[src/rtl/micro_decode_queue.sv]
// micro_decode_queue: decodes 32-bit MIPS instructions into micro-ops
// {class, wb_en, dst, ill}. The micro-ops are buffered in a DEPTH-entry FIFO
// that sits between the fetch and issue stages.
// Ports:
//   clk, rst_n             clock, asynchronous active-low reset
//   flush                  discard every queued micro-op on the next edge
//   in_valid/in_ready/ins  instruction push handshake
//   out_valid/out_ready    head-of-queue pop handshake
//   uop_class/wb_en/dst/ill  head micro-op (registered; all zero when empty)
//   ill_cnt                saturating count of accepted illegal instructions
// Class codes are enumerated locally. Keep them in step with the INS_*
// table used by the issue stage.
module micro_decode_queue #(
  parameter int unsigned INS_W     = 6,
  parameter int unsigned REG_W     = 5,
  parameter int unsigned DEPTH     = 4,
  parameter int unsigned LINK_REG  = 31,
  parameter int unsigned ILL_CNT_W = 16
) (
  input  logic                 clk,
  input  logic                 rst_n,
  input  logic                 flush,
  input  logic                 in_valid,
  output logic                 in_ready,
  input  logic [31:0]          ins,
  output logic                 out_valid,
  input  logic                 out_ready,
  output logic [INS_W-1:0]     uop_class,
  output logic                 uop_wb_en,
  output logic [REG_W-1:0]     uop_dst,
  output logic                 uop_ill,
  output logic [ILL_CNT_W-1:0] ill_cnt
);

  localparam int unsigned PTR_W = (DEPTH > 2) ? $clog2(DEPTH) : 1;
  localparam int unsigned CNT_W = PTR_W + 1;
  localparam int unsigned ENT_W = INS_W + REG_W + 2;

  // Micro-op class codes
  localparam int unsigned C_NOP   = 0,  C_ADD   = 1,  C_ADDU  = 2,  C_SUB   = 3;
  localparam int unsigned C_SUBU  = 4,  C_AND   = 5,  C_OR    = 6,  C_XOR   = 7;
  localparam int unsigned C_NOR   = 8,  C_SLT   = 9,  C_SLTU  = 10, C_SLL   = 11;
  localparam int unsigned C_SRL   = 12, C_SRA   = 13, C_SLLV  = 14, C_SRLV  = 15;
  localparam int unsigned C_SRAV  = 16, C_JR    = 17, C_JALR  = 18, C_J     = 19;
  localparam int unsigned C_JAL   = 20, C_BEQ   = 21, C_BNE   = 22, C_BLEZ  = 23;
  localparam int unsigned C_BGTZ  = 24, C_BLTZ  = 25, C_BGEZ  = 26, C_LB    = 27;
  localparam int unsigned C_LH    = 28, C_LW    = 29, C_LBU   = 30, C_LHU   = 31;
  localparam int unsigned C_SB    = 32, C_SH    = 33, C_SW    = 34, C_ADDI  = 35;
  localparam int unsigned C_ADDIU = 36, C_SLTI  = 37, C_SLTIU = 38, C_ANDI  = 39;
  localparam int unsigned C_ORI   = 40, C_XORI  = 41, C_LUI   = 42;

  // Instruction fields
  logic [5:0] op, funct;
  logic [4:0] rt, rd;
  logic       unused_fields;
  assign op    = ins[31:26];
  assign rt    = ins[20:16];
  assign rd    = ins[15:11];
  assign funct = ins[5:0];
  assign unused_fields = ^{ins[25:21], ins[10:6]};

  // Combinational decode of the incoming instruction
  logic [INS_W-1:0] dec_cls;
  logic             dec_wb;
  logic [REG_W-1:0] dec_dst;
  logic             dec_ill;
  logic [ENT_W-1:0] dec_ent;
  int unsigned      cls_raw;
  logic             wr_rd, wr_rt, wr_link;

  always_comb begin
    cls_raw = C_NOP;
    wr_rd   = 1'b0;
    wr_rt   = 1'b0;
    wr_link = 1'b0;
    dec_ill = 1'b0;
    case (op)
      6'h00: begin
        wr_rd = 1'b1;
        case (funct)
          6'h00: cls_raw = C_SLL;
          6'h02: cls_raw = C_SRL;
          6'h03: cls_raw = C_SRA;
          6'h04: cls_raw = C_SLLV;
          6'h06: cls_raw = C_SRLV;
          6'h07: cls_raw = C_SRAV;
          6'h08: begin cls_raw = C_JR; wr_rd = 1'b0; end
          6'h09: cls_raw = C_JALR;
          6'h20: cls_raw = C_ADD;
          6'h21: cls_raw = C_ADDU;
          6'h22: cls_raw = C_SUB;
          6'h23: cls_raw = C_SUBU;
          6'h24: cls_raw = C_AND;
          6'h25: cls_raw = C_OR;
          6'h26: cls_raw = C_XOR;
          6'h27: cls_raw = C_NOR;
          6'h2A: cls_raw = C_SLT;
          6'h2B: cls_raw = C_SLTU;
          default: begin dec_ill = 1'b1; wr_rd = 1'b0; end
        endcase
      end
      6'h01: begin
        if (rt == 5'd0)      cls_raw = C_BLTZ;
        else if (rt == 5'd1) cls_raw = C_BGEZ;
        else                 dec_ill = 1'b1;
      end
      6'h02: cls_raw = C_J;
      6'h03: begin cls_raw = C_JAL; wr_link = 1'b1; end
      6'h04: cls_raw = C_BEQ;
      6'h05: cls_raw = C_BNE;
      6'h06: cls_raw = C_BLEZ;
      6'h07: cls_raw = C_BGTZ;
      6'h08: begin cls_raw = C_ADDI;  wr_rt = 1'b1; end
      6'h09: begin cls_raw = C_ADDIU; wr_rt = 1'b1; end
      6'h0A: begin cls_raw = C_SLTI;  wr_rt = 1'b1; end
      6'h0B: begin cls_raw = C_SLTIU; wr_rt = 1'b1; end
      6'h0C: begin cls_raw = C_ANDI;  wr_rt = 1'b1; end
      6'h0D: begin cls_raw = C_ORI;   wr_rt = 1'b1; end
      6'h0E: begin cls_raw = C_XORI;  wr_rt = 1'b1; end
      6'h0F: begin cls_raw = C_LUI;   wr_rt = 1'b1; end
      6'h20: begin cls_raw = C_LB;    wr_rt = 1'b1; end
      6'h21: begin cls_raw = C_LH;    wr_rt = 1'b1; end
      6'h23: begin cls_raw = C_LW;    wr_rt = 1'b1; end
      6'h24: begin cls_raw = C_LBU;   wr_rt = 1'b1; end
      6'h25: begin cls_raw = C_LHU;   wr_rt = 1'b1; end
      6'h28: cls_raw = C_SB;
      6'h29: cls_raw = C_SH;
      6'h2B: cls_raw = C_SW;
      default: dec_ill = 1'b1;
    endcase

    dec_cls = INS_W'(cls_raw);
    if (wr_link)    dec_dst = REG_W'(LINK_REG);
    else if (wr_rt) dec_dst = REG_W'(rt);
    else if (wr_rd) dec_dst = REG_W'(rd);
    else            dec_dst = '0;
    // A write to register 0 is no write at all; dst is never left undefined
    dec_wb = (dec_dst != '0);
    dec_ent = {dec_ill, dec_wb, dec_dst, dec_cls};
  end

  // FIFO storage and control
  logic [ENT_W-1:0] mem [DEPTH];
  logic [PTR_W-1:0] wr_ptr, rd_ptr, wr_nxt, rd_nxt;
  logic [CNT_W-1:0] count, cnt_nxt;
  logic [ENT_W-1:0] head, head_nxt;
  logic             push, pop;

  assign in_ready = (count != CNT_W'(DEPTH)) & ~flush;
  assign push     = in_valid & in_ready;
  assign pop      = out_valid & out_ready;

  // Next pointers, occupancy and registered head image
  always_comb begin
    rd_nxt  = pop  ? rd_ptr + PTR_W'(1) : rd_ptr;
    wr_nxt  = push ? wr_ptr + PTR_W'(1) : wr_ptr;
    cnt_nxt = count + CNT_W'(push) - CNT_W'(pop);
    if (flush) begin
      rd_nxt  = '0;
      wr_nxt  = '0;
      cnt_nxt = '0;
    end
    // The slot being written this cycle may become the head, so bypass it
    if (cnt_nxt == '0)                 head_nxt = '0;
    else if (push && (rd_nxt == wr_ptr)) head_nxt = dec_ent;
    else                               head_nxt = mem[rd_nxt];
  end

  always_ff @(posedge clk or negedge rst_n) begin
    if (!rst_n) begin
      for (int i = 0; i < DEPTH; i++) mem[i] <= '0;
      wr_ptr    <= '0;
      rd_ptr    <= '0;
      count     <= '0;
      head      <= '0;
      out_valid <= 1'b0;
      ill_cnt   <= '0;
    end else begin
      if (push) mem[wr_ptr] <= dec_ent;
      wr_ptr    <= wr_nxt;
      rd_ptr    <= rd_nxt;
      count     <= cnt_nxt;
      head      <= head_nxt;
      out_valid <= (cnt_nxt != '0);
      if (push && dec_ill && (ill_cnt != '1)) ill_cnt <= ill_cnt + ILL_CNT_W'(1);
    end
  end

  assign {uop_ill, uop_wb_en, uop_dst, uop_class} = head;

endmodule

[config.mk]
export PLATFORM = sky130hd
export DESIGN_NAME = micro_decode_queue
export DESIGN_NICKNAME = d
export VERILOG_FILES = /design/src/rtl/micro_decode_queue.sv
export SDC_FILE = /design/constraint.sdc
export NUM_CORES = 1
export LEC_CHECK = 0
export CORE_UTILIZATION = 60
export DETAILED_ROUTE_END_ITERATION = 8
export DONT_BUFFER_PORTS = 1
export GPL_TIMING_DRIVEN = 0
export PLACE_DENSITY = 0.75
export SETUP_SLACK_MARGIN = 0.02
export SYNTH_ARGS = -nofsm -noshare
export SYNTH_HDL_FRONTEND = slang
export SYNTH_SLANG_ARGS = --single-unit
[constraint.sdc]
create_clock -name clk -period 4.5 [get_ports clk]
set_input_delay 0.9 -clock clk [delete_from_list [all_inputs] [get_ports clk]]
set_output_delay 0.9 -clock clk [all_outputs]
set_load 0.02 [all_outputs]
# Yosys cells after proc, flatten, opt, wreduce, memory -nomap -nowiden
# Cells that the tools add are included.
[totals] ff_bits=89 latchBits=0 mem_bits_rw=0 romBits=0 word_cells=111 memories=0
[classes] n_addsub=5 multipliers=0 n_div=0 n_lt_le_gt_ge=3 n_eq_ne=44 n_shift=0 mux=28 n_bitwise=6 n_reduce_logical=15
[op_table] operator="one-hot mux 6 bit (24 select lines)" count=1
[op_table] operator="equality test 6 bit, second input constant" count=18
[op_table] operator="one-hot mux 5 bit (18 select lines)" count=1
[op_table] operator="two-way mux 13 bit" count=5
[op_table] operator="equality test 6 x 4 -> 1 bit, second input constant" count=10
[op_table] operator="bitwise mux 52 bit" count=1
[op_table] operator="equality test 6 x 3 -> 1 bit, second input constant" count=7
[op_table] operator="binary-select mux 13 bit (select 2 bit)" count=1
[op_table] operator="demux 13 bit (select 2 bit)" count=1
[op_table] operator="two-way mux 5 bit" count=5
[op_table] operator="equality test 6 x 2 -> 1 bit, second input constant" count=4
[op_table] operator="OR reduction 22 bit" count=1
[op_table] operator="OR reduction 18 bit" count=1
[op_table] operator="OR reduction 17 bit" count=1
[op_table] operator="adder 16 x 1 -> 16 bit, second input constant" count=1
[op_table] operator="!= test 16 bit, second input constant" count=1
[op_table] operator="OR reduction 13 bit" count=1
[op_table] operator="logical NOT 6 bit" count=2
[op_table] operator="two-way mux 2 bit" count=4
[op_table] operator="two-way mux 1 bit" count=7
[op_table] operator="equality test 6 x 1 -> 1 bit, second input constant" count=1
[op_table] operator="greater-or-equal comparator 3 bit, second input constant" count=2
[op_table] operator="inverter 2 -> 3 bit" count=2
[op_table] operator="equality test 5 x 1 -> 1 bit, second input constant" count=1
[op_table] operator="other kinds (16)" count=22

# Logic depth before layout (Yosys ltp)
# Gate-level depths: netlist of run 1.
[logic_depth] word_depth=10 depth_mapped=14 mapped_depth_nobuf=13

# Worst setup path after synthesis of run 1
# No wires, ideal clock.
[synth_path] path_type="input -> register" startpoint="input port flush" endpoint="register head[10]" t_arrival_ps=3294 t_required_ps=4356 path_slack_ps=1062 stages=12 path_buffers=2 path_cell_list="clkbuf_1 > inv_1 > and3_1 > clkinv_1 > ha_1 > inv_1 > ha_1 > fa_1 > nor2b_1 > nor3_1 > clkbuf_1 > a211oi_1"
[synth_between] elab_chain_len=8 word_cells_on_any_way=16 cone_classes="add/sub: 2; eq/ne: 1; mux: 7; bitwise: 4; reduce/logical: 2"
[synth_rtl] item="start: declaration" line_no="22" rtl="input logic flush,"
[synth_rtl] item="inverter 1 bit" line_no="149" rtl="assign in_ready = (count != CNT_W'(DEPTH)) & ~flush;"
[synth_rtl] item="bitwise AND 1 bit" line_no="149"
[synth_rtl] item="bitwise AND 1 bit" line_no="150" rtl="assign push = in_valid & in_ready;"
[synth_rtl] item="adder 3 x 1 -> 3 bit" line_no="157" rtl="cnt_nxt = count + CNT_W'(push) - CNT_W'(pop);"
[synth_rtl] item="subtractor 3 x 1 -> 3 bit" line_no="157"
[synth_rtl] item="two-way mux 3 bit (*)" line_no="158" rtl="if (flush) begin"
[synth_rtl] item="named net cnt_nxt[1]" line_no="145" rtl="logic [CNT_W-1:0] count, cnt_nxt;"
[synth_rtl] item="logical NOT 3 bit (*)" line_no="164" rtl="if (cnt_nxt == '0) head_nxt = '0;"
[synth_rtl] item="two-way mux 13 bit (*)" line_no="164"
[synth_rtl] item="named net head_nxt[10]" line_no="146" rtl="logic [ENT_W-1:0] head, head_nxt;"
[synth_rtl] item="end signal: assignment" line_no="183" rtl="head <= head_nxt;"
[synth_rtl] item="end: declaration" line_no="146"
# The timed path passes the listed nets; every way through them passes the cells marked *. The select of a mux whose other input is x is not followed.
# A chain may end at the register's enable or synchronous reset.

# Final worst setup path of run 1
[layout_path] startpoint="input port flush" endpoint="register head[4]"
# The elaborated chain is that of the path after synthesis.

==> impl_metrics.toml, run 1 <==
[place]
place_hpwl_mm = 7.40
port_buffers = 0
pre_cts_ws_ps = 339
gp_congestion = 0.814

[logic_synthesis]
synth_nets = 533
avgSynthCellArea_um2 = 9.86
async_flop_share_pct = 100
yosys_warnings = 0
syn_area_um2 = 4810
netlist.area_leader.share_pct = 46.3
yosysSeqAreaShare_pct = 46.3
synth-seq-cells = 89
ys_types = 61
synth_edf_count = 0
synth_area_leaders = "dfrtp_1 (46%), mux2_2 (5.4%), nand2_1 (5.3%)"
ys.flop_type = "dfrtp_1"
yosysTopAreaCell = "dfrtp_1"
netlist_instances = 488

[timing]
fmax_mhz = 264
finalSetupViolations = 0
final.setup.worst_slack_ps = 709
max-slew-margin-rel_pct = 38.9
grt_setup_unrepaired = "no"
worstMarginPinSlew_ps = 908
skew_ps = 18.5
drv_slew = 0
min_period_ps = 3790
hold_violations = 0
fin_crit_sh_pct = 84.2
fin_setup_tns_ps = 0

[min_path]
min_path_type = "in2async"

[grt]
grt_first_pass_wirelength_mm = 17.8
antenna_found_initial = 0
grt_pass1_vias = 3697
track_usage_pct = 27.5
overflow = 0
grt_max_degree = 90

[setup_path]
reg2regPathDepth = 11
start_kind = "input port"
r2r_slack_ps = 940
worstReg2RegEnd = "head[4]$_DFF_PN0_"
cp.arrival_ps = 4000
r2r_start = "count[1]$_DFF_PN0_"
path_max_fanout = 10
critical_path_class = "in2reg"
cp.required_ps = 4710
cp-end-kind = "flip-flop"
critPathLaunch = "flush"

[power_and_ir_drop]
pwr-share-clk_pct = 22.5
internal_power_mw = 1.60
p_leak_nw = 2.29
pwr-share-seq_pct = 50.3
p_sw_share_pct = 35.9
p_switching_mw = 0.899
total_power_mw = 2.50
comb_power_share_pct = 27.2
ir_worst_vdd_mv = 0.188
power_density_nw_per_um2 = 487

[detailed_routing]
wirelength_mm = 10.9
top_layer = "met4"
ant_nets = 0
route.met3.wl_um = 611
wl_per_cell_um = 18.0
firstDrtPassIters = 4
wl_met2_mm = 5.36
vias_per_cell = 6.25
wl_met1_mm = 4.69
via_count = 3787
remaining_drc_errors = 0
drt_iter0_drc = 251

[die]
die_h_um = 91.6
core_area_um2 = 7730
rows = 32
initial_core_util_pct = 62.3
fp.dieW_um = 91.6
io_pins = 68
die_area_um2 = 8380

[clock_tree]
clock-root-buffer = "clkbuf_8"
cts_hold_buf = 0
htreeDepth = 3
cts_buffers = 9
cts_resized = 0
clk_pin_slew_ps = 100
cts_tree = "built"
cts.sink_count = 89
post-cts-setup-buffer-count = 0
clockBufferDepth = 2
insertion_delay_ps = 360

[status]
outcome = "complete, no violations"

[final_layout]
diodes = 0
layout_commonest_cell = "dfrtp_1"
drive_gt1_share_pct = 12.1
nets = 544
mostFrequentLayoutCells = "dfrtp_1 (89), nand2_1 (68), o21ai_0 (46)"
synthToLayoutAreaGrowth_pct = 6.89

[run]
cap_violations = 0
## through the flow
step	area [µm²]	cells	hold slack (ps)	utilization [%]
after floorplan	4810	488	442	-
after global placement	4940	590	455	63.9
after detailed placement	4940	590	469	63.9
after CTS	5140	606	208	66.6
after global routing	5140	606	200	66.6
final	5140	606	219	66.6
## cells in the mapped netlist (7+ instances only)
library cell	count
a211oi_1	13
a21oi_1	11
and3_1	9
clkbuf_1	19
dfrtp_1	89
ha_1	7
inv_1	15
mux2_2	23
mux2i_1	24
nand2_1	68
nand2b_1	10
nand3_1	8
nor2_1	24
nor2b_1	9
nor3_1	12
o21ai_0	46
xor2_1	15
## power groups by stage
stage	registers, mW	clock network [mW]	logic (mW)
floorplan	1.23	0	0.526
global placement	1.26	0	0.646
detailed placement	1.27	0	0.674
CTS	1.26	0.569	0.679
global route	1.29	0.606	0.764
finish	1.26	0.562	0.682
## registers in the layout (all words and copies together) (netlist names)
| name | cells |
|---|---|
| mem | 52 |
| ill_cnt | 16 |
| head | 13 |
| count | 3 |
| rd_ptr | 2 |
| wr_ptr | 2 |
| out_valid | 1 |
## how the worst max path moves through the flow
stage	slack [ps]	cells past startpoint	end
4_1_cts	730	12	head[4]$_DFF_PN0_
3_3_place_gp	370	12	head[4]$_DFF_PN0_
5_1_grt	540	12	head[4]$_DFF_PN0_
2_1_floorplan	1060	12	head[10]$_DFF_PN0_
3_5_place_dp	340	12	head[4]$_DFF_PN0_
6_report	710	12	head[4]$_DFF_PN0_
## worst max-delay path: stages
cell      delay (ps)
clkbuf_1         190
inv_1            130
and3_1           200
clkinv_1         310
ha_1             410
inv_1             40
ha_1             180
fa_1             420
nor2b_1          160
nor3_1           380
clkbuf_1         530
a211oi_1         150
## cell type report
type / count / area (µm²)
plain buffers: 30 / 143
multi-input cells: 352 / 2380
inverters: 17 / 63.8
clock inverters: 5 / 62.6
clock buffers: 11 / 141
well taps: 102 / 128
flip-flops and latches: 89 / 2230
fillers: 615 / 2580
## cell families after synthesis
group	Yosys count	share of synthesized area [%]
xor+xnor	21	3.82
flops	89	46.3
simple gates	175	19.2
mux	48	10.7
buf+inv	47	4.29
compound gates	99	13.4
fa+ha+maj	9	2.44
## layer usage
metal  global-route usage [%]  vias up
met5                        0        -
met4                     10.2        0
met3                     6.11       15
met2                     46.9      118
met1                     34.1     1906
li1                         -     1748
No activity file was read; power rests on OpenSTA's default activity.
==> run 2, diff against run 1 <==
==> constraint.sdc (replaced) <==
create_clock -name clk -period 3.6 [get_ports clk]
set_input_delay 0.72 -clock clk [delete_from_list [all_inputs] [get_ports clk]]
set_output_delay 0.72 -clock clk [all_outputs]
set_load 0.02 [all_outputs]
==> run 2 against run 1 <==
Net effect:
- clock skew barely moved
- die area is the same
- critical path depth did not move
- power grew 25%
- cell area barely moved
- non-clock buffer count is the same
- utilization is essentially flat
- cell count did not move
- wire length is 0.34% higher
- critical endpoint unchanged
- largest cell class unchanged
- highest routed layer unchanged
==> impl_metrics.toml, run 2 (same netlist as run 1, synthesis figures left out) <==
[setup_path]
path_max_fanout = 10
r2r_slack_ps = 240
cp_slowest_cell = "fa_1"
r2r_start = "count[1]$_DFF_PN0_"
critical_path_class = "in2reg"
cp.required_ps = 3820
slowest_delay_ps = 420
crit_chain = "clkbuf_1 > inv_1 > and3_1 > clkinv_1 > ha_1 > inv_1 > ha_1 > fa_1 > nor2b_1 > nor3_1 > clkbuf_2 > a211oi_1"
reg2regPathDepth = 11
cp-end-kind = "flip-flop"
worstReg2RegEnd = "head[4]$_DFF_PN0_"
cp.arrival_ps = 3630
start_kind = "input port"

[grt]
antenna_found_initial = 0
grt_pass1_vias = 3697
track_usage_pct = 27.5
grt_first_pass_wirelength_mm = 17.8
overflow = 0
grt_max_degree = 90

[die]
die_area_um2 = 8380
die_h_um = 91.6
initial_core_util_pct = 62.3
fp.dieW_um = 91.6
io_pins = 68
core_area_um2 = 7730
rows = 32

[power_and_ir_drop]
p_sw_share_pct = 36.0
pwr-share-seq_pct = 50.2
internal_power_mw = 2.01
p_leak_nw = 2.30
total_power_mw = 3.14
comb_power_share_pct = 27.3
power_density_nw_per_um2 = 609
p_switching_mw = 1.13
ir_worst_vdd_mv = 0.237
pwr-share-clk_pct = 22.5

[final_layout]
diodes = 0
largest_reg_flops = 52
biggestRegsByFlops = "mem x52, ill_cnt x16, head x13"
drive_gt1_share_pct = 12.3
synthToLayoutAreaGrowth_pct = 6.91
layout_commonest_cell = "dfrtp_1"
num-fill-cells = 614
mostFrequentLayoutCells = "dfrtp_1 (89), nand2_1 (68), o21ai_0 (46)"
nets = 544
regMostFlops = "mem"
multi_input_area_um2 = 2380
final_util_pct = 66.6
regArea_um2 = 2230

[detailed_routing]
ant_nets = 0
firstDrtPassIters = 5
drt_iter0_drc = 222
via_count = 3800
wl_per_cell_um = 18.0
wirelength_mm = 10.9
remaining_drc_errors = 0
vias_per_cell = 6.27

[clock_tree]
cts.sink_count = 89
clock-root-buffer = "clkbuf_8"
cts_hold_buf = 0
cts_tree = "built"
insertion_delay_ps = 370
htreeDepth = 3
cts_buffers = 9
clk_pin_slew_ps = 100
clockBufferDepth = 2

[place]
place_hpwl_mm = 7.40
port_buffers = 0
gp_congestion = 0.814
pre_cts_ws_ps = -381

[timing]
min_period_ps = 3410
grt_setup_unrepaired = "no"
holdWs_ps = 38.7
final.setup.worst_slack_ps = 192
skew_ps = 18.3
fmax_mhz = 293
max-slew-margin-rel_pct = 36.6
hold_violations = 0
drv_slew = 0
worstMarginPinSlew_ps = 943
finalSetupViolations = 0
fin_crit_sh_pct = 94.7

[run]
cap_violations = 0

[status]
outcome = "complete, no violations"

[min_path]
min_path_type = "in2async"
-- run 2: cell counts in the layout (fill, tap and decap cells not counted) --
No cell type changed its count.
-- run 2: per-stage QoR --
step	std cells	setup TNS, ps	instance area (µm²)
after floorplan	488	0	4810
after global placement	590	-3070	4940
after detailed placement	590	-3410	4940
after CTS	606	0	5150
after global routing	606	0	5150
final	606	0	5150
-- run 2: layer usage --
metal	global-route usage, %	part of all wire (%)
met5	0	0
met3	6.11	6.0
met2	46.9	49
met4	10.2	2.0
met1	34.1	43
-- run 2: layout make-up --
type / instances / share of cell area (%)
flip-flops and latches: 89 / 43.3
inverters: 17 / 1.24
well taps: 102 / 2.48
plain buffers: 30 / 2.80
clock inverters: 5 / 1.22
clock buffers: 11 / 2.75
multi-input cells: 352 / 46.2
-- run 2: worst max-delay path, delay by kind of cell --
kind / cells / cell delay [ps]
buf+inv: 5 / 1030
compound gates: 1 / 120
simple gates: 3 / 740
fa+ha+maj: 3 / 1010
-- run 2: worst max path at each step --
stage | cells past startpoint | end | slack (ps) | startpoint
final | 12 | head[4]$_DFF_PN0_ | 190 | flush
after global routing | 12 | head[4]$_DFF_PN0_ | 20 | flush
after CTS | 12 | head[4]$_DFF_PN0_ | 210 | flush
after detailed placement | 12 | head[4]$_DFF_PN0_ | -380 | flush
after global placement | 12 | head[4]$_DFF_PN0_ | -350 | flush
after floorplan | 12 | head[10]$_DFF_PN0_ | 340 | flush
-- run 2: power groups by stage --
stage               clock, mW  combinational [mW]  sequential, mW
global placement            0               0.808            1.58
finish                  0.707               0.857            1.57
floorplan                   0               0.658            1.54
CTS                     0.711               0.852            1.57
detailed placement          0               0.842            1.59
global route            0.757               0.958            1.61
-- run 2: timing repair --
action | 4_1_cts | 5_1_grt
buffers inserted | 0 | 0
hold endpoints to repair | 0 | 0
gates resized for setup | 1 | 0
endpoints found under the setup margin | 1 | 0
==> run 3, diff against run 2 <==
--- a/config.mk
+++ b/config.mk
@@ -9,6 +9,7 @@
 export DETAILED_ROUTE_END_ITERATION = 8
 export DONT_BUFFER_PORTS = 1
 export GPL_TIMING_DRIVEN = 0
+export HOLD_SLACK_MARGIN = 0.05
 export PLACE_DENSITY = 0.75
 export SETUP_SLACK_MARGIN = 0.02
 export SYNTH_ARGS = -nofsm -noshare
==> run 3 against run 2 <==
Net effect:
- first-iteration DRC count is 2.7% higher
- utilization is 0.36 points higher
- worst hold slack improved by 210 ps
- worst setup slack better by 14 ps
- via count shrank 0.16%
- count of clock-buffer cells in the layout unchanged
- critical endpoint unchanged
- largest cell class unchanged
==> impl_metrics.toml, run 3 (same netlist as run 1, synthesis figures left out) <==
[status]
outcome = "complete, no violations"

[run]
cap_violations = 0

[detailed_routing]
via_count = 3794
vias_per_cell = 6.25
wirelength_mm = 11.0
remaining_drc_errors = 0
wl_per_cell_um = 18.0
firstDrtPassIters = 5
ant_nets = 0
drt_iter0_drc = 228

[timing]
drv_slew = 0
final.setup.worst_slack_ps = 206
holdWs_ps = 249
hold_violations = 0
grt_setup_unrepaired = "no"
min_period_ps = 3390
worstMarginPinSlew_ps = 932
finalSetupViolations = 0
skew_ps = 18.9
max-slew-margin-rel_pct = 37.3
fin_setup_tns_ps = 0
fin_crit_sh_pct = 94.3
fmax_mhz = 295

[grt]
grt_first_pass_wirelength_mm = 17.8
track_usage_pct = 27.6
grt_pass1_vias = 3692
antenna_found_initial = 0
overflow = 0
grt_max_degree = 90

[place]
pre_cts_ws_ps = -381
post_dp_cell_area_um2 = 4940
placed_cells = 590
port_buffers = 0
place_hpwl_mm = 7.40
gp_congestion = 0.814

[min_path]
min_path_type = "in2async"

[die]
die_h_um = 91.6
core_area_um2 = 7730
io_pins = 68
rows = 32
fp.dieW_um = 91.6
initial_core_util_pct = 62.3
die_area_um2 = 8380

[final_layout]
fin_cells = 607
diodes = 0
regArea_um2 = 2230
synthToLayoutAreaGrowth_pct = 7.49
post-route-cell-area_um2 = 5170
biggestRegsByFlops = "mem x52, ill_cnt x16, head x13"
multi_input_area_um2 = 2380
drive_gt1_share_pct = 12.5
num-fill-cells = 611
nets = 545
layout_commonest_cell = "dfrtp_1"
largest_reg_flops = 52
regMostFlops = "mem"
final_util_pct = 67.0
mostFrequentLayoutCells = "dfrtp_1 (89), nand2_1 (68), o21ai_0 (46)"

[power_and_ir_drop]
ir_worst_vdd_mv = 0.236
p_leak_nw = 2.31
total_power_mw = 3.16
power_density_nw_per_um2 = 610

[clock_tree]
cts_buffers = 9
cts.sink_count = 89
htreeDepth = 3
clock-root-buffer = "clkbuf_8"
cts_tree = "built"
clk_pin_slew_ps = 90
post-cts-setup-buffer-count = 0
clockBufferDepth = 2
insertion_delay_ps = 370

[setup_path]
cp.arrival_ps = 3610
start_kind = "input port"
critical_path_class = "in2reg"
path_max_fanout = 10
cp.required_ps = 3820
cp-end-kind = "flip-flop"
-- run 3: path summary, 6_finish.rpt --
kind / depth (start not counted) / slack, ps / to / from
min in group clk: 2 / 480 / mem[4]$_DFFE_PN0P_ / mem[4]$_DFFE_PN0P_
worst max-delay path: 12 / 210 / head[4]$_DFF_PN0_ / flush
worst min register to register: 2 / 480 / mem[4]$_DFFE_PN0P_ / mem[4]$_DFFE_PN0P_
max in group asynchronous: 1 / 2980 / mem[32]$_DFFE_PN0P_ / rst_n
worst min-delay path: 1 / 250 / head[5]$_DFF_PN0_ / rst_n
worst max register to register: 11 / 260 / head[4]$_DFF_PN0_ / count[1]$_DFF_PN0_
-- run 3: cell type report --
type | count | share of cell area (%)
Tap cell | 102 | 2.47
Clock buffer | 11 | 2.73
Sequential cell | 89 | 43.0
Multi-Input combinational cell | 352 | 46.0
Clock inverter | 5 | 1.21
Inverter | 17 | 1.23
Buffer | 30 | 2.78
Timing Repair Buffer | 1 | 0.532
-- run 3: where the power goes --
| part | total (mW) | switching, mW | internal (mW) |
|---|---|---|---|
| registers | 1.57 | 0.284 | 1.29 |
| clock network | 0.706 | 0.362 | 0.344 |
| logic | 0.878 | 0.501 | 0.377 |
-- run 3: worst max-delay path, cell delays in order --
cell and delay (ps):
clkbuf_1 190, inv_1 130, and3_1 200, clkinv_1 310, ha_1 410, inv_1 40, ha_1 180, fa_1 420
nor2b_1 160, nor3_1 380, clkbuf_2 360, a211oi_1 120
-- run 3: per-layer routing --
metal	part of all wire, %	GRT usage (%)	routed length, µm
met1	43	34.3	4760
met2	49	47.0	5380
met3	5.5	6.11	600
met4	1.9	10.2	212
met5	0	0	0
-- run 3: timing repair --
action	in CTS	in global routing
endpoints found under the setup margin	1	0
gates resized for setup	1	0
hold endpoints to repair	89	0
hold buffers	1	0
